$ cat src/rtl/vga_text_pixel_gen.sv
// +------------------------------------------------------------------------+
// | vga_text_pixel_gen: 80x30 text-mode pixel pipeline for 640x480 VGA      |
// | Rev 1.0 - initial release                                               |
// +------------------------------------------------------------------------+
`default_nettype none

module vga_text_pixel_gen #(
  parameter int BLINK_LOG2 = 4
) (
  input  logic        clk,
  input  logic        reset,
  input  logic [9:0]  hCount,
  input  logic [9:0]  vCount,
  input  logic        visible,
  input  logic        hSyncIn,
  input  logic        vSyncIn,
  output logic [11:0] charAddr,
  input  logic [15:0] charData,
  output logic [11:0] fontAddr,
  input  logic [7:0]  fontData,
  output logic        pixel,
  output logic        fgRed,
  output logic        fgGreen,
  output logic        fgBlue,
  output logic        fgIntense,
  output logic        bgRed,
  output logic        bgGreen,
  output logic        bgBlue,
  output logic        bgIntense,
  output logic        hSyncOut,
  output logic        vSyncOut
);

  logic [4:0]  w_cellRow;
  logic [11:0] w_charAddr;
  logic        w_blink;
  logic        w_fontBit;
  logic        w_vsFall;
  logic        w_unused_vcount_msb;

  // Stage A
  logic [2:0] r_colA;
  logic [3:0] r_rowA;
  logic       r_visA, r_hsA, r_vsA, r_vsPrev;
  // Stage B
  logic [2:0] r_colB;
  logic [3:0] r_rowB;
  logic       r_visB, r_hsB, r_vsB;
  // Stage C
  logic [2:0] r_colC;
  logic [7:0] r_attrC;
  logic       r_visC, r_hsC, r_vsC;
  // Stage D
  logic [2:0] r_colD;
  logic [7:0] r_attrD;
  logic       r_visD, r_hsD, r_vsD;

  logic [BLINK_LOG2:0] r_frameCnt;

  assign w_cellRow           = vCount[8:4];
  // row*80 as (row<<6)+(row<<4), avoiding a multiplier
  assign w_charAddr          = ({7'd0, w_cellRow} << 6) + ({7'd0, w_cellRow} << 4)
                             + {5'd0, hCount[9:3]};
  assign w_blink             = r_frameCnt[BLINK_LOG2];
  assign w_fontBit           = fontData[3'd7 - r_colD];
  assign w_vsFall            = r_vsPrev & ~r_vsA;
  assign w_unused_vcount_msb = vCount[9];

  always_ff @(posedge clk) begin
    if (reset) begin
      charAddr   <= '0;
      r_colA     <= '0;
      r_rowA     <= '0;
      r_visA     <= 1'b0;
      r_hsA      <= 1'b1;
      r_vsA      <= 1'b1;
      r_vsPrev   <= 1'b1;
      r_colB     <= '0;
      r_rowB     <= '0;
      r_visB     <= 1'b0;
      r_hsB      <= 1'b1;
      r_vsB      <= 1'b1;
      fontAddr   <= '0;
      r_colC     <= '0;
      r_attrC    <= '0;
      r_visC     <= 1'b0;
      r_hsC      <= 1'b1;
      r_vsC      <= 1'b1;
      r_colD     <= '0;
      r_attrD    <= '0;
      r_visD     <= 1'b0;
      r_hsD      <= 1'b1;
      r_vsD      <= 1'b1;
      r_frameCnt <= '0;
      pixel      <= 1'b0;
      fgRed      <= 1'b0;
      fgGreen    <= 1'b0;
      fgBlue     <= 1'b0;
      fgIntense  <= 1'b0;
      bgRed      <= 1'b0;
      bgGreen    <= 1'b0;
      bgBlue     <= 1'b0;
      bgIntense  <= 1'b0;
      hSyncOut   <= 1'b1;
      vSyncOut   <= 1'b1;
    end else begin
      charAddr <= w_charAddr;
      r_colA   <= hCount[2:0];
      r_rowA   <= vCount[3:0];
      r_visA   <= visible;
      r_hsA    <= hSyncIn;
      r_vsA    <= vSyncIn;
      r_vsPrev <= r_vsA;

      r_colB <= r_colA;
      r_rowB <= r_rowA;
      r_visB <= r_visA;
      r_hsB  <= r_hsA;
      r_vsB  <= r_vsA;

      // Text RAM data for the stage-A address lands here
      fontAddr <= {charData[7:0], r_rowB};
      r_attrC  <= charData[15:8];
      r_colC   <= r_colB;
      r_visC   <= r_visB;
      r_hsC    <= r_hsB;
      r_vsC    <= r_vsB;

      r_attrD <= r_attrC;
      r_colD  <= r_colC;
      r_visD  <= r_visC;
      r_hsD   <= r_hsC;
      r_vsD   <= r_vsC;

      if (w_vsFall) begin
        r_frameCnt <= r_frameCnt + 1'b1;
      end

      if (r_visD) begin
        pixel     <= w_fontBit & ~(r_attrD[7] & w_blink);
        fgIntense <= r_attrD[3];
        fgRed     <= r_attrD[2];
        fgGreen   <= r_attrD[1];
        fgBlue    <= r_attrD[0];
        bgRed     <= r_attrD[6];
        bgGreen   <= r_attrD[5];
        bgBlue    <= r_attrD[4];
      end else begin
        pixel     <= 1'b0;
        fgIntense <= 1'b0;
        fgRed     <= 1'b0;
        fgGreen   <= 1'b0;
        fgBlue    <= 1'b0;
        bgRed     <= 1'b0;
        bgGreen   <= 1'b0;
        bgBlue    <= 1'b0;
      end
      bgIntense <= 1'b0;
      hSyncOut  <= r_hsD;
      vSyncOut  <= r_vsD;
    end
  end

endmodule

`default_nettype wire

$ cat config.mk
export PLATFORM = sky130hd
export DESIGN_NAME = vga_text_pixel_gen
export DESIGN_NICKNAME = d
export VERILOG_FILES = /design/src/rtl/vga_text_pixel_gen.sv
export SDC_FILE = /design/constraint.sdc
export NUM_CORES = 1
export LEC_CHECK = 0
export BUFFER_PORTS_ARGS = -buffer_cell sky130_fd_sc_hd__buf_2
export CAP_MARGIN = 20
export CORE_MARGIN = 2
export CORE_UTILIZATION = 45
export CTS_CLUSTER_DIAMETER = 60
export DETAILED_ROUTE_END_ITERATION = 10
export PLACE_DENSITY_LB_ADDON = 0.08
export RECOVER_POWER = 50
export SLEW_MARGIN = 20
export SYNTH_ARGS = -nofsm -noshare
export SYNTH_HDL_FRONTEND = slang
export SYNTH_SLANG_ARGS = --single-unit
$ cat constraint.sdc
create_clock -name clk -period 3.2 [get_ports clk]
set_input_delay 0.64 -clock clk [delete_from_list [all_inputs] [get_ports clk]]
set_output_delay 0.64 -clock clk [all_outputs]
set_load 0.02 [all_outputs]
==> impl_metrics.py, run 1 <==
metrics = {
    "placement": {
        "place.gp.congestion": 0.721,
        "dpl_cell_area_um2": 3250,
        "port_buffers": 81,
        "pre_cts_slack_ps": 498,
        "hpwl_um": 2880,
    },
    "final_layout": {
        "drive_gt1_share_pct": 27.7,
        "finalInstanceArea_um2": 3410,
        "nFillCells": 536,
        "syn_to_final_growth_pct": 22.2,
        "num_antenna_cells": 0,
        "final_util_pct": 57.3,
        "nNetsFinal": 384,
    },
    "sta": {
        "rsz0062_at_grt": "false",
        "fin_ws_ps": 870,
        "setup_tns_ps": 0,
        "clock_skew_ps": 11.2,
        "fmax_mhz": 429,
        "setup_violations": 0,
        "post-route-min-period_ps": 2330,
        "tightest_slew_ps": 853,
        "hold_violations": 0,
        "slew_headroom_pct": 43.1,
        "finalCritPeriodShare_pct": 72.8,
        "report.final.slew_viol_count": 0,
    },
    "power": {
        "peakVddDrop_mv": 0.389,
        "p_int_w": 0.00152,
        "p_seq_share_pct": 56.8,
        "power.leakage_nw": 1.48,
        "switching_share_pct": 24.1,
        "power_density_nw_per_um2": 588,
        "comb_power_share_pct": 9.2,
        "power_w": 0.00201,
        "p_sw_w": 0.000484,
        "clockPowerShare_pct": 34.0,
    },
    "floorplanning": {
        "dieArea_um2": 6850,
        "dieHeight_um": 82.8,
        "num_rows": 28,
        "initial_utilization_pct": 46.9,
        "die_w_um": 82.8,
        "core-area_um2": 5960,
        "ios": 84,
    },
    "setup_path": {
        "timing.rr.end": "pixel",
        "startpoint_type": "input port",
        "endpoint": "charAddr[9]",
        "path_class": "in2reg",
        "slowest_stage": "fa_1",
        "crit_arrival_ps": 2580,
        "reg2reg_slack_ps": 1990,
        "reg2reg_from": "r_colD[0]",
        "cp_data_required_time_ps": 3450,
        "startpoint": "hCount[9]",
        "critical_path.max_stage_delay_ps": 530,
        "rr_worst_depth": 3,
        "path_cells": "buf_2, inv_1, fa_1, inv_1, fa_1, a21o_2, a21oi_1, mux2_2",
        "critPathMaxFanout": 2,
        "crit_path_end_kind": "register",
    },
    "logic_synthesis": {
        "synth_warnings": 0,
        "synth_area_um2": 2790,
        "synthCells": 240,
        "avgSynthCellArea_um2": 11.6,
        "seq_area_frac_synth_pct": 62.4,
        "ys_ff_latch": 87,
        "syn_nets": 301,
        "synth.distinct_cells": 34,
    },
    "cts": {
        "clock_latency_ps": 350,
        "cts_num_sinks": 87,
        "post_cts_buffers": 0,
        "path_clk_slew_ps": 90,
        "cts_resized": 0,
        "cts-root-buf": "clkbuf_8",
        "cts_tree": "yes",
        "clk_path_buf_depth": 2,
        "cts_buffers": 9,
        "htree_levels": 3,
        "holdBufCountCts": 0,
    },
    "routing": {
        "post_drt_via_cell_ratio": 4.31,
        "vias": 1735,
        "drtIter0Drc": 37,
        "dr.pass1.iters": 4,
        "routed_wirelength_um": 4150,
        "ant_nets": 0,
        "drc": 0,
        "wire_per_inst_um": 10.3,
    },
    "global_route": {
        "grt_max_degree": 53,
        "met3_usage_pct": 8.33,
        "use_met1_pct": 14.0,
        "antenna_found_initial": 0,
        "first_global_vias": 1506,
        "track_usage_pct": 13.2,
        "grt_pass1_wl_um": 6540,
        "grt_use_met2_pct": 20.6,
        "grt-busiest-layer": "met2",
        "grt_remaining_overflow": 0,
    },
    "run_status": {
        "outcome": "complete, no violations",
    },
    "run": {
        "maxCapViolCount": 0,
    },
    "min_path": {
        "hold_depth": 1,
        "hold_class": "reg2reg",
    },
}
[worst min path at each step]
stage                     to  start
floorplan           hSyncOut  r_hsD
global placement       r_vsD  r_vsC
detailed placement  vSyncOut  r_vsD
CTS                    r_hsC  r_hsB
global route           r_vsD  r_vsC
finish                 r_vsD  r_vsC
[area by class of cell]
cell class	instances	area [um^2]	share of cell area, %
clock buffer	11	141	4.14
clock inverter	5	40.0	1.17
inverter	5	18.8	0.550
multi-input combinational	138	987	28.9
sequential	87	1740	51.0
tap	75	93.8	2.75
timing repair buffer	82	390	11.4
[synthesized netlist by cell type]
cell type,count,share of area [%]
nor4b_1,1,0.31
o21ai_0,3,0.54
mux2i_1,2,0.72
and2_1,7,1.6
a211oi_1,2,0.54
mux2_2,1,0.40
nor3b_1,1,0.27
xor2_1,1,0.31
buf_2,3,0.54
a311oi_1,1,0.31
clkbuf_1,6,0.81
buf_4,1,0.27
nand2b_1,1,0.22
fa_1,2,1.4
nor2b_1,63,14
nor3_1,1,0.18
o21ai_1,1,0.18
nor2_1,8,1.1
nand2_1,6,0.81
dfxtp_1,87,62
conb_1,1,0.13
a21oi_1,3,0.54
a21o_1,1,0.27
xnor2_1,2,0.63
mux4_1,2,1.9
a21o_2,1,0.31
o211ai_1,1,0.27
or2_2,10,2.2
or4_1,1,0.27
nand3b_1,2,0.54
ha_1,10,4.5
inv_1,5,0.67
or4b_1,1,0.36
or3_1,2,0.45
[cells in the final DEF (no fill, tap or decap), drive strengths merged, types with 2 or more instances in the layout]
cell type   n
xnor2       2
mux2i       2
buf        64
a21o        2
nand3b      2
a211oi      2
dfxtp      87
nand2       6
or3         2
clkinvlp    3
mux4        2
inv         7
or2        10
o21ai       4
nor2b      63
and2        7
nor2        8
fa          2
clkbuf     29
a21oi       3
ha         10
[state kept, by name, indices dropped and copies added (netlist names), 3 cells and up]
| signal | flops |
|---|---|
| r_colD | 3 |
| charAddr | 12 |
| r_rowA | 4 |
| r_rowB | 4 |
| r_colB | 3 |
| r_attrC | 8 |
| r_colA | 3 |
| fontAddr | 12 |
| r_frameCnt | 5 |
| r_attrD | 8 |
| r_colC | 3 |
[power groups by stage]
stage | sequential [W] | clock [W] | combinational, W
final | 0.00114 | 0.000683 | 0.000184
after global routing | 0.00115 | 0.000755 | 0.000208
after CTS | 0.00114 | 0.000715 | 0.000191
after detailed placement | 0.00117 | 0 | 0.000191
after global placement | 0.00117 | 0 | 0.000187
after floorplan | 0.00119 | 0 | 0.0000947
[critical path: cells and delay by family]
kind / cells / cell delay (ps)
multiplexers: 1 / 360
buffers and inverters: 3 / 190
AO/OA/AOI/OAI: 2 / 420
adder cells (fa/ha/maj): 2 / 960
[per-layer routing]
layer  share of wire (%)  up-vias
li1                    -      928
met1                  41      749
met2                  47       50
met3                  10        8
met4                 1.2        0
met5                   0        -
[kinds of logic after synthesis]
group / share of synthesized area, %
simple gates: 22.4
other cells: 0.134
buf+inv: 2.28
xor+xnor: 0.941
mux: 3.00
flops: 62.4
compound gates: 2.96
fa+ha+maj: 5.91
[through the flow]
stage,hold WS (ps),cells
3_5_place_dp,395,387
5_1_grt,425,403
4_1_cts,414,403
6_report,412,403
3_3_place_gp,391,387
2_1_floorplan,389,240
Note: power is estimated with default switching activity, not from simulation.
==> inputs of run 2 (changes only) <==
Clock period 3.2 ns to 2.2 ns, I/O delays scaled along.
==> run 2 against run 1 <==
- critical path depth unchanged
- first-iteration DRC count decreased by 46%
- sequential cell count is the same
- final cell count grew 1.2%
- sequential power grew 46%
- die area did not move
- clock power grew 61%
- critical endpoint unchanged
- highest routed layer unchanged
==> impl_metrics.py, run 2 (same netlist as run 1, synthesis figures left out) <==
metrics = {
    "run_status": {
        "outcome": "complete, no violations",
    },
    "sta": {
        "fmax_mhz": 508,
        "tightest_slew_ps": 1360,
        "setup_tns_ps": 0,
        "finalCritPeriodShare_pct": 89.4,
        "rsz0062_at_grt": "false",
        "hold_violations": 0,
        "timing.hold.ws_ps": 284,
        "setup_violations": 0,
        "slew_headroom_pct": 9.32,
        "clock_skew_ps": 6.01,
        "fin_ws_ps": 233,
        "post-route-min-period_ps": 1970,
        "report.final.slew_viol_count": 0,
    },
    "routing": {
        "post_drt_via_cell_ratio": 4.35,
        "ant_nets": 0,
        "dr.pass1.iters": 4,
        "drc": 0,
        "routed_wirelength_um": 4120,
        "vias": 1775,
        "drtIter0Drc": 20,
        "wire_per_inst_um": 10.1,
    },
    "cts": {
        "cts_num_sinks": 87,
        "cts_tree": "yes",
        "holdBufCountCts": 0,
        "post_cts_buffers": 0,
        "cts_buffers": 9,
        "path_clk_slew_ps": 90,
        "clk_path_buf_depth": 2,
        "cts_resized": 0,
        "cts-root-buf": "clkbuf_8",
        "clock_latency_ps": 340,
        "htree_levels": 3,
    },
    "power": {
        "switching_share_pct": 23.9,
        "p_seq_share_pct": 54.6,
        "p_int_w": 0.00232,
        "power.leakage_nw": 1.57,
        "clockPowerShare_pct": 36.3,
        "p_sw_w": 0.000726,
        "comb_power_share_pct": 9.1,
        "power_density_nw_per_um2": 871,
        "peakVddDrop_mv": 0.545,
    },
    "floorplanning": {
        "dieHeight_um": 82.8,
        "core-area_um2": 5960,
        "num_rows": 28,
        "dieArea_um2": 6850,
        "ios": 84,
        "die_w_um": 82.8,
        "initial_utilization_pct": 46.9,
    },
    "setup_path": {
        "path_buf_inv": 3,
        "crit_arrival_ps": 2200,
        "cp_data_required_time_ps": 2430,
        "critPathMostFrequentCell": "inv_1",
        "crit_path_end_kind": "register",
        "critPathMaxFanout": 2,
        "cp.depth": 8,
        "rr_worst_depth": 3,
        "crit_family": "adder cells",
        "critical_path.max_stage_delay_ps": 520,
        "slowest_stage": "fa_1",
        "reg2reg_slack_ps": 950,
        "path_class": "in2reg",
        "path_cells": "buf_2, inv_1, fa_1, inv_1, fa_2, a21o_2, a21oi_2, mux2_2",
        "startpoint_type": "input port",
    },
    "final_layout": {
        "num_antenna_cells": 0,
        "final_common_cell": "dfxtp_1",
        "nFillCells": 515,
        "final_cell_mix": "dfxtp_1, buf_2, nor2b_1, or2_2, ha_1",
        "nNetsFinal": 389,
        "syn_to_final_growth_pct": 25.0,
        "drive_gt1_share_pct": 33.3,
        "top_regs": "charAddr x12, fontAddr x12",
    },
    "global_route": {
        "grt_max_degree": 37,
        "antenna_found_initial": 0,
        "track_usage_pct": 12.7,
        "grt_pass1_wl_um": 6400,
        "grt_remaining_overflow": 0,
        "first_global_vias": 1460,
    },
    "placement": {
        "place.gp.congestion": 0.745,
        "pre_cts_slack_ps": -125,
        "port_buffers": 81,
        "hpwl_um": 2780,
    },
    "run": {
        "maxCapViolCount": 0,
    },
    "min_path": {
        "hold_class": "in2reg",
        "hold_depth": 2,
    },
}
-- run 2: changes by cell type in the layout (fill, tap and decap cells not counted), sizes merged --
| cell | previous run | this run |
|---|---|---|
| bufinv | 0 | 1 |
| clkinv | 0 | 3 |
| clkbuf | 29 | 17 |
| buf | 64 | 79 |
| clkinvlp | 3 | 1 |
-- run 2: power by group through the flow --
stage               logic (W)  clock network (W)  registers [W]
finish               0.000277            0.00110        0.00166
global route         0.000311            0.00122        0.00167
CTS                  0.000285            0.00115        0.00166
detailed placement   0.000283                  0        0.00170
global placement     0.000281                  0        0.00170
floorplan            0.000140                  0        0.00174
-- run 2: routing by layer --
metal / global-route usage, % / share of wire (%) / wire, um / vias to the layer above
met5: 0 / 0 / 0 / -
met4: 7.38 / 2.3 / 95 / 0
met3: 4.33 / 5.1 / 211 / 9
met2: 20.3 / 47 / 1960 / 43
met1: 14.8 / 45 / 1860 / 786
li1: - / - / - / 937
-- run 2: layout make-up --
class                      count  area, um^2  share of cell area, %
multi-input combinational    138         993                   28.4
timing repair buffer          87         440                   12.6
sequential                    87        1740                   49.9
inverter                       5        18.8                  0.537
tap                           75        93.8                   2.69
clock buffer                   9         124                   3.55
clock inverter                 7        80.1                   2.29
-- run 2: path summary, 6_finish.rpt --
kind,startpoint,end
worst max-delay path,hCount[9],charAddr[9]
worst min-delay path,hSyncIn,r_hsA
worst max register to register,r_colD[0],pixel
worst min register to register,r_vsC,r_vsD
-- run 2: metrics by stage --
| stage | total power [W] | cells | cell area, um^2 | utilization [%] |
|---|---|---|---|---|
| after floorplan | 0.00188 | 240 | 2800 | - |
| after detailed placement | 0.00198 | 392 | 3300 | 55.4 |
| final | 0.00304 | 408 | 3490 | 58.6 |
| after global placement | 0.00198 | 392 | 3300 | 55.4 |
| after global routing | 0.00320 | 408 | 3490 | 58.6 |
| after CTS | 0.00309 | 408 | 3500 | 58.8 |
==> inputs of run 3 (changes only) <==
--- a/constraint.sdc
+++ b/constraint.sdc
@@ -3,2 +3,2 @@
 set_output_delay 0.44 -clock clk [all_outputs]
-set_load 0.02 [all_outputs]
+set_load 0.05 [all_outputs]
==> run 3 against run 2 <==
- final cell count unchanged
- utilization increased by 0.10 points
- clock skew increased by 1.3 ps
- via count up 0.23%
- register-to-register slack about the same
- sequential share of layout area is 0.089 points lower
- wire length down 0.22%
- clock-buffer cell count is the same
- final area rose by 0.18%
- worst setup slack about the same
- sequential cell count unchanged
- critical endpoint unchanged
==> impl_metrics.py, run 3 (same netlist as run 1, synthesis figures left out) <==
metrics = {
    "run_status": {
        "outcome": "complete, no violations",
    },
    "cts": {
        "cts_buffers": 9,
        "cts-root-buf": "clkbuf_8",
        "cts_tree": "yes",
        "post_cts_buffers": 0,
        "cts_num_sinks": 87,
        "htree_levels": 3,
        "path_clk_slew_ps": 90,
        "holdBufCountCts": 0,
        "clk_path_buf_depth": 2,
        "clock_latency_ps": 340,
        "cts_resized": 0,
    },
    "setup_path": {
        "crit_path_end_kind": "register",
        "startpoint_type": "input port",
        "critPathMaxFanout": 2,
        "cp_data_required_time_ps": 2430,
        "crit_arrival_ps": 2200,
        "path_class": "in2reg",
        "reg2reg_slack_ps": 950,
    },
    "final_layout": {
        "final_common_cell": "dfxtp_1",
        "drive_gt1_share_pct": 34.8,
        "nFillCells": 513,
        "final_cell_mix": "dfxtp_1, buf_2, nor2b_1, or2_2, ha_1",
        "multi_input_area_um2": 993,
        "top_regs": "charAddr x12, fontAddr x12",
        "nNetsFinal": 389,
        "syn_to_final_growth_pct": 25.3,
        "regArea_um2": 1740,
        "num_antenna_cells": 0,
    },
    "global_route": {
        "grt_max_degree": 37,
        "grt_remaining_overflow": 0,
        "grt_pass1_wl_um": 6400,
        "first_global_vias": 1460,
        "antenna_found_initial": 0,
        "track_usage_pct": 12.7,
    },
    "floorplanning": {
        "core-area_um2": 5960,
        "dieHeight_um": 82.8,
        "num_rows": 28,
        "initial_utilization_pct": 46.9,
        "ios": 84,
        "die_w_um": 82.8,
        "dieArea_um2": 6850,
    },
    "routing": {
        "drc": 0,
        "drtIter0Drc": 20,
        "wire_per_inst_um": 10.1,
        "vias": 1779,
        "ant_nets": 0,
        "post_drt_via_cell_ratio": 4.36,
        "dr.pass1.iters": 4,
        "routed_wirelength_um": 4110,
    },
    "sta": {
        "hold_violations": 0,
        "fin_ws_ps": 233,
        "post-route-min-period_ps": 1970,
        "slew_headroom_pct": 9.09,
        "fmax_mhz": 508,
        "rsz0062_at_grt": "false",
        "finalCritPeriodShare_pct": 89.4,
        "report.final.slew_viol_count": 0,
        "tightest_slew_ps": 1360,
        "setup_violations": 0,
        "clock_skew_ps": 7.35,
    },
    "placement": {
        "place.gp.congestion": 0.745,
        "port_buffers": 81,
        "hpwl_um": 2780,
        "pre_cts_slack_ps": -125,
    },
    "min_path": {
        "hold_class": "in2reg",
    },
    "run": {
        "maxCapViolCount": 0,
    },
    "power": {
        "power.leakage_nw": 1.59,
        "power_density_nw_per_um2": 891,
        "peakVddDrop_mv": 0.547,
        "power_w": 0.00312,
    },
}
[run 3: per-stage QoR]
stage,instance area [um^2],std cells,util [%],TNS [ps],hold WS [ps]
final,3500,408,58.7,0,284
after floorplan,2800,240,-,0,389
after global placement,3300,392,55.4,-107,394
after global routing,3500,408,58.7,0,262
after detailed placement,3300,392,55.4,-125,396
after CTS,3500,408,58.8,0,270
[run 3: final timing paths]
path / start / cells past startpoint / to
hold / removal: hSyncIn / 2 / r_hsA
hold reg to reg: r_hsB / 1 / r_hsC
setup / recovery: hCount[9] / 8 / charAddr[9]
setup reg to reg: r_colD[0] / 3 / pixel
[run 3: power by group]
group          internal (W)  switching [W]  total, W
combinational      0.000136       0.000219  0.000355
sequential          0.00164      0.0000169   0.00166
clock              0.000538       0.000564   0.00110
[run 3: final cells by class]
class | instances | share of cell area [%]
inverter | 5 | 0.536
clock inverter | 7 | 2.29
sequential | 87 | 49.8
tap | 75 | 2.68
timing repair buffer | 87 | 12.8
multi-input combinational | 138 | 28.4
clock buffer | 9 | 3.54
[run 3: critical path, stage by stage]
cell,delay [ps]
buf_2,70
inv_1,40
fa_1,520
inv_1,60
fa_2,350
a21o_2,210
a21oi_2,160
mux2_2,340
[run 3: metal layers]
metal,up-vias,GRT usage (%),wire length [um]
met5,-,0,0
met4,0,7.38,95
met3,9,4.33,210
met2,43,20.3,1960
met1,790,14.8,1840
li1,937,-,-
